==> src/rtl/memory_arbiter.sv <==
// memory_arbiter
// Shares the single RAM port between instruction fetch (I) and data access (D).
// Only one transaction is granted at a time. Its address, store data and
// operation are latched when it is granted. D requests have priority, but I is
// forced through after MAX_DSTREAK consecutive D completions that happen while
// I is waiting. A transaction ends on ACCESS, on ERROR, or after TIMEOUT cycles
// in a grant state.
//
// Ports
//   CLK, nRST                  clock (rising edge), async active-low reset
//   iREN, iaddr                instruction read request and word address
//   iwait, iload               I stall and I read data
//   dREN, dWEN, daddr, dstore  data request (a write wins over a read), address, write data
//   dwait, dload               D stall and D read data
//   ramREN, ramWEN             RAM strobes, driven from the latched operation
//   ramaddr, ramstore          latched RAM address and write data
//   ramload, ramstate          RAM read data and status (00 FREE, 01 BUSY, 10 ACCESS, 11 ERROR)
//   bus_err                    one-cycle pulse on an ERROR or timeout completion
//
// state  | meaning
// IDLE   | no transaction; picks the next requester
// DGRANT | data transaction owns the RAM
// IGRANT | instruction fetch owns the RAM
module memory_arbiter #(
    parameter int MAX_DSTREAK = 4,
    parameter int TIMEOUT     = 64
) (
    input  logic        CLK,
    input  logic        nRST,
    input  logic        iREN,
    input  logic [31:0] iaddr,
    output logic        iwait,
    output logic [31:0] iload,
    input  logic        dREN,
    input  logic        dWEN,
    input  logic [31:0] daddr,
    input  logic [31:0] dstore,
    output logic        dwait,
    output logic [31:0] dload,
    output logic        ramREN,
    output logic        ramWEN,
    output logic [31:0] ramaddr,
    output logic [31:0] ramstore,
    input  logic [31:0] ramload,
    input  logic [1:0]  ramstate,
    output logic        bus_err
);

    localparam int TW = (TIMEOUT > 2) ? $clog2(TIMEOUT) : 1;
    localparam int SW = $clog2(MAX_DSTREAK + 1);

    typedef enum logic [1:0] {IDLE, DGRANT, IGRANT} state_t;

    state_t          state_q, state_d;
    logic [TW-1:0]   tcnt_q, tcnt_d;
    logic [SW-1:0]   streak_q, streak_d;
    logic [31:0]     addr_q, addr_d;
    logic [31:0]     store_q, store_d;
    logic            wr_q, wr_d;

    logic granted, ram_ok, ram_err, tmo, done, d_req, i_forced;

    assign d_req    = dREN | dWEN;
    assign granted  = (state_q != IDLE);
    assign ram_ok   = (ramstate == 2'b10);
    assign ram_err  = (ramstate == 2'b11);
    assign tmo      = (tcnt_q == TW'(TIMEOUT - 1)) && !ram_ok;
    assign done     = granted && (ram_ok || ram_err || tmo);
    assign i_forced = iREN && (streak_q == SW'(MAX_DSTREAK));

    always_ff @(posedge CLK or negedge nRST) begin
        if (!nRST) begin
            state_q  <= IDLE;
            tcnt_q   <= '0;
            streak_q <= '0;
            addr_q   <= '0;
            store_q  <= '0;
            wr_q     <= 1'b0;
        end else begin
            state_q  <= state_d;
            tcnt_q   <= tcnt_d;
            streak_q <= streak_d;
            addr_q   <= addr_d;
            store_q  <= store_d;
            wr_q     <= wr_d;
        end
    end

    always_comb begin
        state_d  = state_q;
        tcnt_d   = tcnt_q;
        streak_d = streak_q;
        addr_d   = addr_q;
        store_d  = store_q;
        wr_d     = wr_q;
        case (state_q)
            IDLE: begin
                if (d_req && !i_forced) begin
                    state_d = DGRANT;
                    addr_d  = daddr;
                    store_d = dstore;
                    wr_d    = dWEN;
                end else if (iREN) begin
                    state_d  = IGRANT;
                    addr_d   = iaddr;
                    store_d  = '0;
                    wr_d     = 1'b0;
                    streak_d = '0;
                end
            end
            DGRANT, IGRANT: begin
                if (done) begin
                    state_d = IDLE;
                    tcnt_d  = '0;
                    if (state_q == DGRANT) begin
                        // Count D wins only while I is actually waiting.
                        if (!iREN)
                            streak_d = '0;
                        else if (streak_q != SW'(MAX_DSTREAK))
                            streak_d = streak_q + SW'(1);
                    end
                end else begin
                    tcnt_d = tcnt_q + TW'(1);
                end
            end
            default: state_d = IDLE;
        endcase
    end

    assign ramREN   = granted && !wr_q;
    assign ramWEN   = granted && wr_q;
    assign ramaddr  = addr_q;
    assign ramstore = store_q;

    // Waits are combinational; gating with nRST keeps every output low while reset is held.
    assign iwait   = nRST && iREN  && !((state_q == IGRANT) && done);
    assign dwait   = nRST && d_req && !((state_q == DGRANT) && done);
    assign iload   = ((state_q == IGRANT) && done && ram_ok) ? ramload : '0;
    assign dload   = ((state_q == DGRANT) && done && ram_ok) ? ramload : '0;
    assign bus_err = done && !ram_ok;

endmodule

==> config.mk <==
export PLATFORM = sky130hd
export DESIGN_NAME = memory_arbiter
export DESIGN_NICKNAME = d
export VERILOG_FILES = /design/src/rtl/memory_arbiter.sv
export SDC_FILE = /design/constraint.sdc
export NUM_CORES = 1
export LEC_CHECK = 0
export ABC_AREA = 0
export CAP_MARGIN = 20
export CORE_AREA = 2 2 105 107
export CTS_CLUSTER_DIAMETER = 150
export DETAILED_ROUTE_END_ITERATION = 6
export DIE_AREA = 0 0 107 109
export PLACE_DENSITY = 0.85
export SYNTH_ARGS = -nofsm -noshare
export SYNTH_HDL_FRONTEND = slang
export SYNTH_SLANG_ARGS = --single-unit
==> constraint.sdc <==
create_clock -name CLK -period 4.2 [get_ports CLK]
set_input_delay 0.84 -clock CLK [delete_from_list [all_inputs] [get_ports CLK]]
set_output_delay 0.84 -clock CLK [all_outputs]
set_load 0.005 [all_outputs]
Yosys cells after proc, flatten, opt, wreduce, memory -nomap -nowiden --
Index checks and enable logic that the tools add are counted.
Word-level totals: output and inout port bits 133, bits in registers 76, input port bits 135
Operators by class: add/sub/neg operators 2, bitwise gates (word level) 1, reduce and logical (&&, ||, !) cells 30, eq/ne operators 13, muxes and demuxes 20
Operator list (count):
- two-way mux 32 bit | 6
- two-way mux 3 bit | 6
- logical AND 1 bit | 15
- inequality test 3 bit, second input constant | 3
- inequality test 2 bit, second input constant | 4
- adder 6 x 1 -> 6 bit, second input constant | 1
- equality test 2 bit, second input constant | 3
- equality test 6 bit, second input constant | 1
- two-way mux 2 bit | 3
- two-way mux 6 bit | 1
- one-hot mux 3 bit (2 select lines) | 1
- AND reduction 6 bit | 1
- nonzero test 2 bit | 3
- logical NOT 1 bit | 5
- one-hot mux 2 bit (2 select lines) | 1
- AND reduction 2 bit | 2
- adder 3 x 1 -> 3 bit, second input constant | 1
- equality test 3 bit, second input constant | 1
- equality test 2 x 1 -> 1 bit, second input constant | 1
- logical NOT 2 bit | 1
- logical OR 1 bit | 2
- two-way mux 1 bit | 2
- OR reduction 2 bit | 1
- bitwise OR 1 bit | 1

Longest topological paths before layout --
word-level depth 8, depth in mapped cells 8

Least setup slack after synthesis --
OpenSTA, ideal clock, no wires.
path type input -> output, start input ramstate[1], end output dload[10], cell stages on the path 4, arrival time 1.581 ns, path slack 1.779 ns, path buffers 1, data required time 3.360 ns, cells stage by stage nor2b_1 -> and3_1 -> clkbuf_1 -> and2_1
On the way: cells in the longest elaborated chain, start to end 8
RTL lines:
- start, declared | RTL line 45 | input logic [1:0] ramstate,
- equality test 2 bit | RTL line 65 | assign ram_ok = (ramstate == 2'b10);
- logical NOT 1 bit | RTL line 67 | assign tmo = (tcnt_q == TW'(TIMEOUT - 1)) && !ram_ok;
- logical AND 1 bit | RTL line 67
- logical OR 1 bit | RTL line 68 | assign done = granted && (ram_ok || ram_err || tmo);
- logical AND 1 bit | RTL line 68
- logical AND 1 bit | RTL line 139 | assign dload = ((state_q == DGRANT) && done && ram_ok) ? ramload : '0;
- logical AND 1 bit * | RTL line 139
- two-way mux 32 bit * | RTL line 139
- end, declared | RTL line 39 | output logic [31:0] dload,
Mark *: on every way between the ends. The rest lies on a longest branch, timed or not.

Worst setup path after layout --
start input ramstate[1], end output dload[7]
The elaborated chain is that of the path after synthesis.

==> results.ini <==
[cts]
cts_tree=done
clock_path_buffers=2
clock_latency_ps=370
post_cts_resized=0
cts-root-buf=clkbuf_8
cts-htree-levels=3
clock_sink_count=76
path_clk_slew_ps=90
cts_setup_buffers=0
numCtsBuffers=9
hold_buffers=0

[cells_and_area]
nNetsFinal=736
fin_cells=741
fillCellCount=849
ff_latch_area_sq_mm=0.00190
multi_input_area_sq_mm=0.00147
post-route-util_pct=62.8
drive_gt1_share_pct=4.83
fin_area_sq_mm=0.00666
area_growth_pct=84.6

[sta]
hold_viol_final=0
min_period_ps=3530
finalMaxSlewViolations=0
tightest_slew_ps=879
fin_worst_skew_ps=13.2
fmax_mhz=283
rsz0062_at_grt=false
tns_ps=0
period_share_pct=84.2
slew_headroom_pct=40.9
setup_violations=0

[die]
die_area_sq_mm=0.0117
pin_count=268
rows=38
start_util_pct=34.0
die-height_microns=109
fp.dieW_microns=107
core_sq_mm=0.0106

[yosys]
ys_warn_count=0
synth_flop_cell=dfrtp_1
synth_compound_area_share_pct=21.3
yosys-top-cells-count=dfrtp_1 (76), and2_1 (64), inv_1 (40), a22o_1 (35), a222oi_1 (32)
synth_fp_nets=479
async_flop_share_pct=100
synthMuxAreaShare_pct=0.312
synthAdderAreaFrac_pct=2.08
ys_seq_elements=76
synth.top_cell.area_share_pct=52.8
synth_top_family_by_area=compound AO/OA/AOI/OAI gates
avgSynthCellArea_sq_um=10.7
synthCells=338
synth_top_area_cell=dfrtp_1
syn_area_sq_mm=0.00360
synth_most_common_cell=dfrtp_1
synthTopCellsByArea=dfrtp_1 (53%), and2_1 (11%), a222oi_1 (8.9%)
synthDistinctLibCells=35
synth-seq-area-share_pct=52.8
yosys.area_share.xor_xnor_pct=0.486
synthSimpleGateAreaFrac_pct=16.0
synth_edf_count=0

[global_route]
grt_pass1_wl_mm=19.8
grt_max_degree=69
grt_antenna_before_repair=1
grt_usage_pct=22.5
grt_pass1_vias=3791
grt_overflow=0

[worst_setup_path]
criticalPathCategory=input pin to output pin
crit_path_top_delay_cell=clkdlybuf4s50_1
path_common_cell=clkdlybuf4s50_1
setup.worst_path.start_class=input pin
critical-path-max-stage-delay_ps=520
critPathMaxFanout=32
path_cells=clkdlybuf4s50_1 -> nor2b_1 -> and3_1 -> buf_4 -> and2_1 -> clkdlybuf4s50_1
required_ps=3360
cp_top_family=buffers and inverters
arrival_ps=2690
crit_buf_inv=3
critPathCaptureType=output pin

[power_and_ir_drop]
peakVddDrop_mv=0.321
p_leak_nw=2.90
p_per_area_mw_per_mm2=596
total_power_w=0.00396

[placed_design]
hpwl_mm=10.4
placed_cells=724
dpl_cell_area_sq_mm=0.00642
place_congestion=0.878
io_buffers=267

[route]
dr.pass1.iters=7
wire_per_inst_microns=18.0
viasPerCell=5.16
drc_errors=0
vias=3827
antenna_left=0
drt_iter0_markers=415
drt_wl_total_mm=13.4

[hold_path]
hold_class=input pin to async pin

[run]
cap_violations=0

[outcome]
status=finished clean

where the power goes:
group	total (W)	leakage (nW)	switching [W]	internal (W)
Sequential	0.00131	0.944	0.000223	0.00108
Clock	0.000654	0.111	0.000297	0.000357
Combinational	0.00200	1.85	0.000876	0.00113
Total	0.00396	2.90	0.00140	0.00257
registers in the layout (all words and copies together), names as in the netlist:
register,flops
ramaddr,32
ramstore,32
state_q,2
streak_q,3
tcnt_q,6
wr_q,1
final timing paths:
kind	start	to	cells past startpoint	slack, ps
setup / recovery	ramstate[1]	dload[7]	6	670
hold / removal	nRST	state_q[0]	1	300
setup reg to reg	state_q[0]	ramaddr[2]	6	1720
hold reg to reg	ramaddr[24]	ramaddr[24]	2	490
max in group asynchronous	nRST	ramstore[25]	2	2830
min in group CLK	ramaddr[24]	ramaddr[24]	2	490
layer usage:
layer	up-vias	routed length (microns)	global-route usage [%]
li1	1722	-	-
met1	1835	4740	23.6
met2	242	7220	42.1
met3	28	1050	5.14
met4	0	360	11.3
met5	-	0	0
metrics by stage:
stage	setup slack [ps]	hold slack (ps)
final	666	301
after global routing	481	298
after CTS	670	282
after floorplan	1780	481
after global placement	696	471
after detailed placement	669	474
logic make-up (layout without fill, tap and decap cells):
kind of cell    count (synthesis)  in the layout
simple gates                   97             97
compound gates                 89             89
flops                          76             76
buf+inv                        67            329
fa+ha+maj                       6              6
xor+xnor                        2              2
mux                             1              1
other cells                     0              1
placed cells by master (no fill, tap or decap), types with 2 or more instances in the layout:
cell,n
ha_1,6
and2_1,64
nor2_1,4
nand3_1,3
a22o_1,35
clkinvlp_4,2
nand2b_1,2
o2bb2ai_1,2
clkdlybuf4s50_1,266
and3_1,2
nor2b_1,3
o21ai_0,4
a21oi_1,6
inv_1,40
o211ai_1,2
a222oi_1,32
clkbuf_8,10
bufinv_16,2
nand2_1,11
dfrtp_1,76
buf_4,6
layout make-up:
| type | instances | share of cell area (%) |
|---|---|---|
| Timing Repair Buffer | 273 | 41.0 |
| Sequential cell | 76 | 28.6 |
| Multi-Input combinational cell | 195 | 22.0 |
| Tap cell | 140 | 2.63 |
| Inverter | 40 | 2.26 |
| Clock buffer | 10 | 2.07 |
| Clock inverter | 6 | 1.43 |
| Antenna cell | 1 | 0.0376 |
No activity file was read; power rests on OpenSTA's default activity.
==> patch 1, RTL diff (same flow settings) <==
Reset style: synchronous (`nRST`), changed in one clocked block. Comments in the files are not updated.
--- a/src/rtl/memory_arbiter.sv
+++ b/src/rtl/memory_arbiter.sv
@@ -70,3 +70,3 @@
 
-    always_ff @(posedge CLK or negedge nRST) begin
+    always_ff @(posedge CLK) begin
         if (!nRST) begin
Formal check against the unedited RTL: differs if nRST is asserted again (counterexample within 4 cycles, from zero or initial values and one cycle with nRST low); with nRST held inactive, the same outputs for 10 cycles.
==> patch 1 against the unedited design <==
The flow now finishes with violations (design-rule violations); count of clock-buffer cells in the layout increased by 1; sequential cell count unchanged; design area decreased by 3.6%; first-iteration DRC count decreased by 5.5%; cell count increased by 5.3%; wire length decreased by 1.0%; setup slack improved by 0.070 ns; clock skew decreased by 0.0027 ns; synthesized area decreased by 5.5%; critical endpoint is now dload[1]; highest routed layer unchanged.
Power is not compared: it rests on default switching activity, and its combinational part moved more than twofold at a synthesized area within 25%.
==> patch 1: results (changes against the unedited design) <==
| Metric | Value |
|---|---|
| Outcome | `complete, but fails checks` |
| Failing checks | `design-rule violations` |
| Fillers | `903 (+6.4%)` |
| Fin Clk Skew | `0.01049 ns (-0.002677 ns)` |
| Via count | `3979 (+4.0%)` |
| Seq/Total Area, Yosys | `44.66% (-8.1 points)` |
| Synth top cells by count | `dfxtp_1 (76), nor2_1 (74), and2_1 (65)` |
| Largest net degree at the start of global routing | `66 (-4.3%)` |
| Wire length on met1 | `4.777 mm (+0.84%)` |
| Met3 wire len | `823 µm (-22%)` |
| Clock latency on the worst-skew pair | `0.34 ns (-0.03 ns)` |
| Dpl ws | `0.7324 ns (+0.06342 ns)` |
| HP Class | `reg2reg` |
| Placed instance count | `762 (+5.2%)` |
| Share of synthesized flip-flops with an asynchronous set or reset | `0% (-100 points)` |
| FF-to-FF path depth | `7 (+1)` |
| R2R setup slack | `1.90 ns (+0.18 ns)` |
| Initial DRC count | `392 (-5.5%)` |
| Compound-Gate Fraction of Synth Area | `20.16% (-1.1 points)` |
| XOR/XNOR Fraction of Synth Area | `1.028% (+0.54 points)` |
| Reg clk slew, reported paths | `0.07 ns (-0.02 ns)` |
| Tot GR Track Use | `21.21% (-1.3 points)` |
| Number of global-route vias before repair | `3852 (+1.6%)` |
| First-pass GRT wire length | `19.41 mm (-1.8%)` |
| Post-synthesis adder-cell area fraction | `2.203% (+0.12 points)` |
| Yosys cell types | `38 (+8.6%)` |
| CTS Buf Count | `9 (unchanged)` |
| Layout Nets | `774 (+5.2%)` |
| Antenna violations before repair | `3 (+2)` |
| Non-filler instance count after layout | `780 (+5.3%)` |
| Post-synth net total | `525 (+9.6%)` |
| Top cells by area, synth | `dfxtp_1 (45%), and2_1 (12%), a222oi_1 (9.4%), nor2_1 (8.2%), a22oi_1 (7.3%)` |
| DRC Markers | `10 (+10)` |
| Static Leak | `between 2 and 2.5 nW` |
| RD Place Congestion | `0.9741 (+11%)` |
| Layout cell share with drive strength beyond 1 | `3.925% (-0.91 points)` |
| Wire length per cell | `16.96 µm (-6.0%)` |
patch 1: area by class of cell:
| cell class | count | share of cell area, % |
|---|---|---|
| timing repair buffer | 272 | 42.26 |
| multi-input combinational | 267 | 26.53 |
| sequential | 76 | 23.72 |
| tap | 140 | 2.731 |
| clock buffer | 11 | 2.361 |
| clock inverter | 4 | 1.873 |
| inverter | 7 | 0.4097 |
| antenna | 3 | 0.1171 |
patch 1: cells by family (layout without fill, tap and decap cells):
logic type      Yosys count  count (layout)
xor+xnor                  4               4
compound gates           83              83
other cells               0               3
simple gates            172             172
buf+inv                  41             294
flops                    76              76
fa+ha+maj                 6               6
mux                       2               2
patch 1: power breakdown:
group,total [W],internal (W),switching [W]
logic,0.000598,0.000343,0.000255
registers,0.000838,0.000794,0.0000434
clock network,0.000738,0.000485,0.000254
patch 1: worst max path at each step:
| stage | from | endpoint | slack (ns) | cells after the start |
|---|---|---|---|---|
| after floorplan | ramstate[1] | dload[10] | 1.79 | 4 |
| after global placement | ramstate[1] | iload[6] | 0.78 | 6 |
| after detailed placement | ramstate[1] | dload[1] | 0.73 | 6 |
| after CTS | ramstate[1] | dload[1] | 0.73 | 6 |
| after global routing | ramstate[1] | dload[15] | 0.60 | 6 |
| final | ramstate[1] | dload[1] | 0.74 | 6 |
patch 1: metal layers:
layer | global-route usage [%] | vias to the layer above
met3 | 4.244 | 24
met4 | 11.22 | 0
li1 | - | 1875
met5 | 0 | -
met2 | 40.31 | 197
met1 | 21.92 | 1883
patch 1: metrics by stage:
step           hold WS (ns)  area, µm²
6_report             0.4878       6414
2_1_floorplan        0.4548       3407
4_1_cts              0.4902       6406
3_3_place_gp         0.4670       6135
5_1_grt              0.5215       6414
3_5_place_dp         0.4806       6135
==> patch 2, RTL diff (same settings) <==
Made on the original files. The parameter `MAX_DSTREAK` goes from 4 to 2.
--- a/src/rtl/memory_arbiter.sv
+++ b/src/rtl/memory_arbiter.sv
@@ -24,3 +24,3 @@
 module memory_arbiter #(
-    parameter int MAX_DSTREAK = 4,
+    parameter int MAX_DSTREAK = 2,
     parameter int TIMEOUT     = 64
Check against the original RTL: not equivalent (Yosys sat finds a counterexample within 10 cycles, from zero or initial values and one cycle with nRST low).
==> patch 2 against the unedited design <==
Setup slack improved by 0.014 ns; cell count rose by 3.6%; wire length fell by 10%; design area rose by 1.6%; first-iteration DRC count fell by 66%; clock power fell by 12%; synthesized area rose by 6.7%; sequential cell count fell by 1; power fell by 5.4%; die area did not move; critical path depth did not move; combinational power fell by 5%.
==> patch 2: results (changes against the unedited design) <==
| Metric | Value |
|---|---|
| Synth top cells by count | `dfrtp_1 (75), and2_1 (65), nand2_1 (43)` |
| Post-synthesis adder-cell area fraction | `1.627% (-0.46 points)` |
| Largest net degree at the start of global routing | `98 (+42%)` |
| Worst VDD drop | `0.3321 mV (+3.6%)` |
| Antenna violations before repair | `4 (+3)` |
| Reg clk slew, reported paths | `0.07 ns (-0.02 ns)` |
| Seq/Total Area, Yosys | `48.81% (-3.9 points)` |
| Multi-Input Combinational | `257 (+32%)` |
| R2R Path End | `ramaddr[9]$_DFFE_PN0P_` |
| Drt first pass iters | `4 (-3)` |
| Wire length on met1 | `4.411 mm (-6.9%)` |
| Syn Area/Cell | `10.56 µm² (-0.95%)` |
| HP Class | `reg2reg` |
| Signal buf overhead | `40.16% (-0.82 points)` |
| CP endpoint | `iload[5]` |
| Wire length per cell | `15.63 µm (-13%)` |
| XOR/XNOR Fraction of Synth Area | `0.4556% (-0.030 points)` |
| Outcome | `complete, no violations` |
| Tot GR Track Use | `20.32% (-2.1 points)` |
| Fillers | `851 (+0.24%)` |
| Yosys cell types | `36 (+2.9%)` |
| Final hold slack | `0.4773 ns (+0.1760 ns)` |
| Non-filler instance count after layout | `768 (+3.6%)` |
| Fin Clk Skew | `0.009904 ns (-0.003259 ns)` |
| Top cells by area, synth | `dfrtp_1 (49%), and2_1 (11%), mux2i_1 (8.3%), a22o_1 (7.5%), nand2_1 (4.2%)` |
| Post-synth net total | `504 (+5.2%)` |
| Reg2Reg Launch Point | `streak_q[0]$_DFFE_PN0P_` |
| First-pass GRT wire length | `18.29 mm (-7.5%)` |
| Placed instance count | `751 (+3.7%)` |
| RD Place Congestion | `0.9321 (+6.1%)` |
| Inverters | `6 (-85%)` |
| Layout cell share with drive strength beyond 1 | `6.230% (+1.4 points)` |
| R2R setup slack | `2.02 ns (+0.30 ns)` |
| Synthesis-stage register bit count | `75 (-1.3%)` |
| Met3 wire len | `1.272 mm (+21%)` |
| Layout Nets | `762 (+3.5%)` |
## patch 2: changes by cell type after synthesis, sizes merged, moves of 2 or more
cell and delta:
a222oi -32, a22o -2, and3 -2, buf +16
clkbuf -17, inv -34, mux2i +32, nand2 +33
nand4 +3, nor2 +2, nor3b +2, o21ai +35
## patch 2: power by group through the flow
| stage | combinational [W] | clock (W) | sequential [W] |
|---|---|---|---|
| 2_1_floorplan | 0.000968 | 0 | 0.00127 |
| 3_3_place_gp | 0.00187 | 0 | 0.00126 |
| 3_5_place_dp | 0.00193 | 0 | 0.00127 |
| 4_1_cts | 0.00193 | 0.000599 | 0.00127 |
| 5_1_grt | 0.00207 | 0.000624 | 0.00131 |
| 6_report | 0.00191 | 0.000578 | 0.00127 |
## patch 2: critical path: stages
cell and delay [ns]:
clkdlybuf4s50_1 0.59, nand2b_4 0.11, nor3b_2 0.20, buf_4 0.27, and2_1 0.17, clkdlybuf4s50_1 0.50
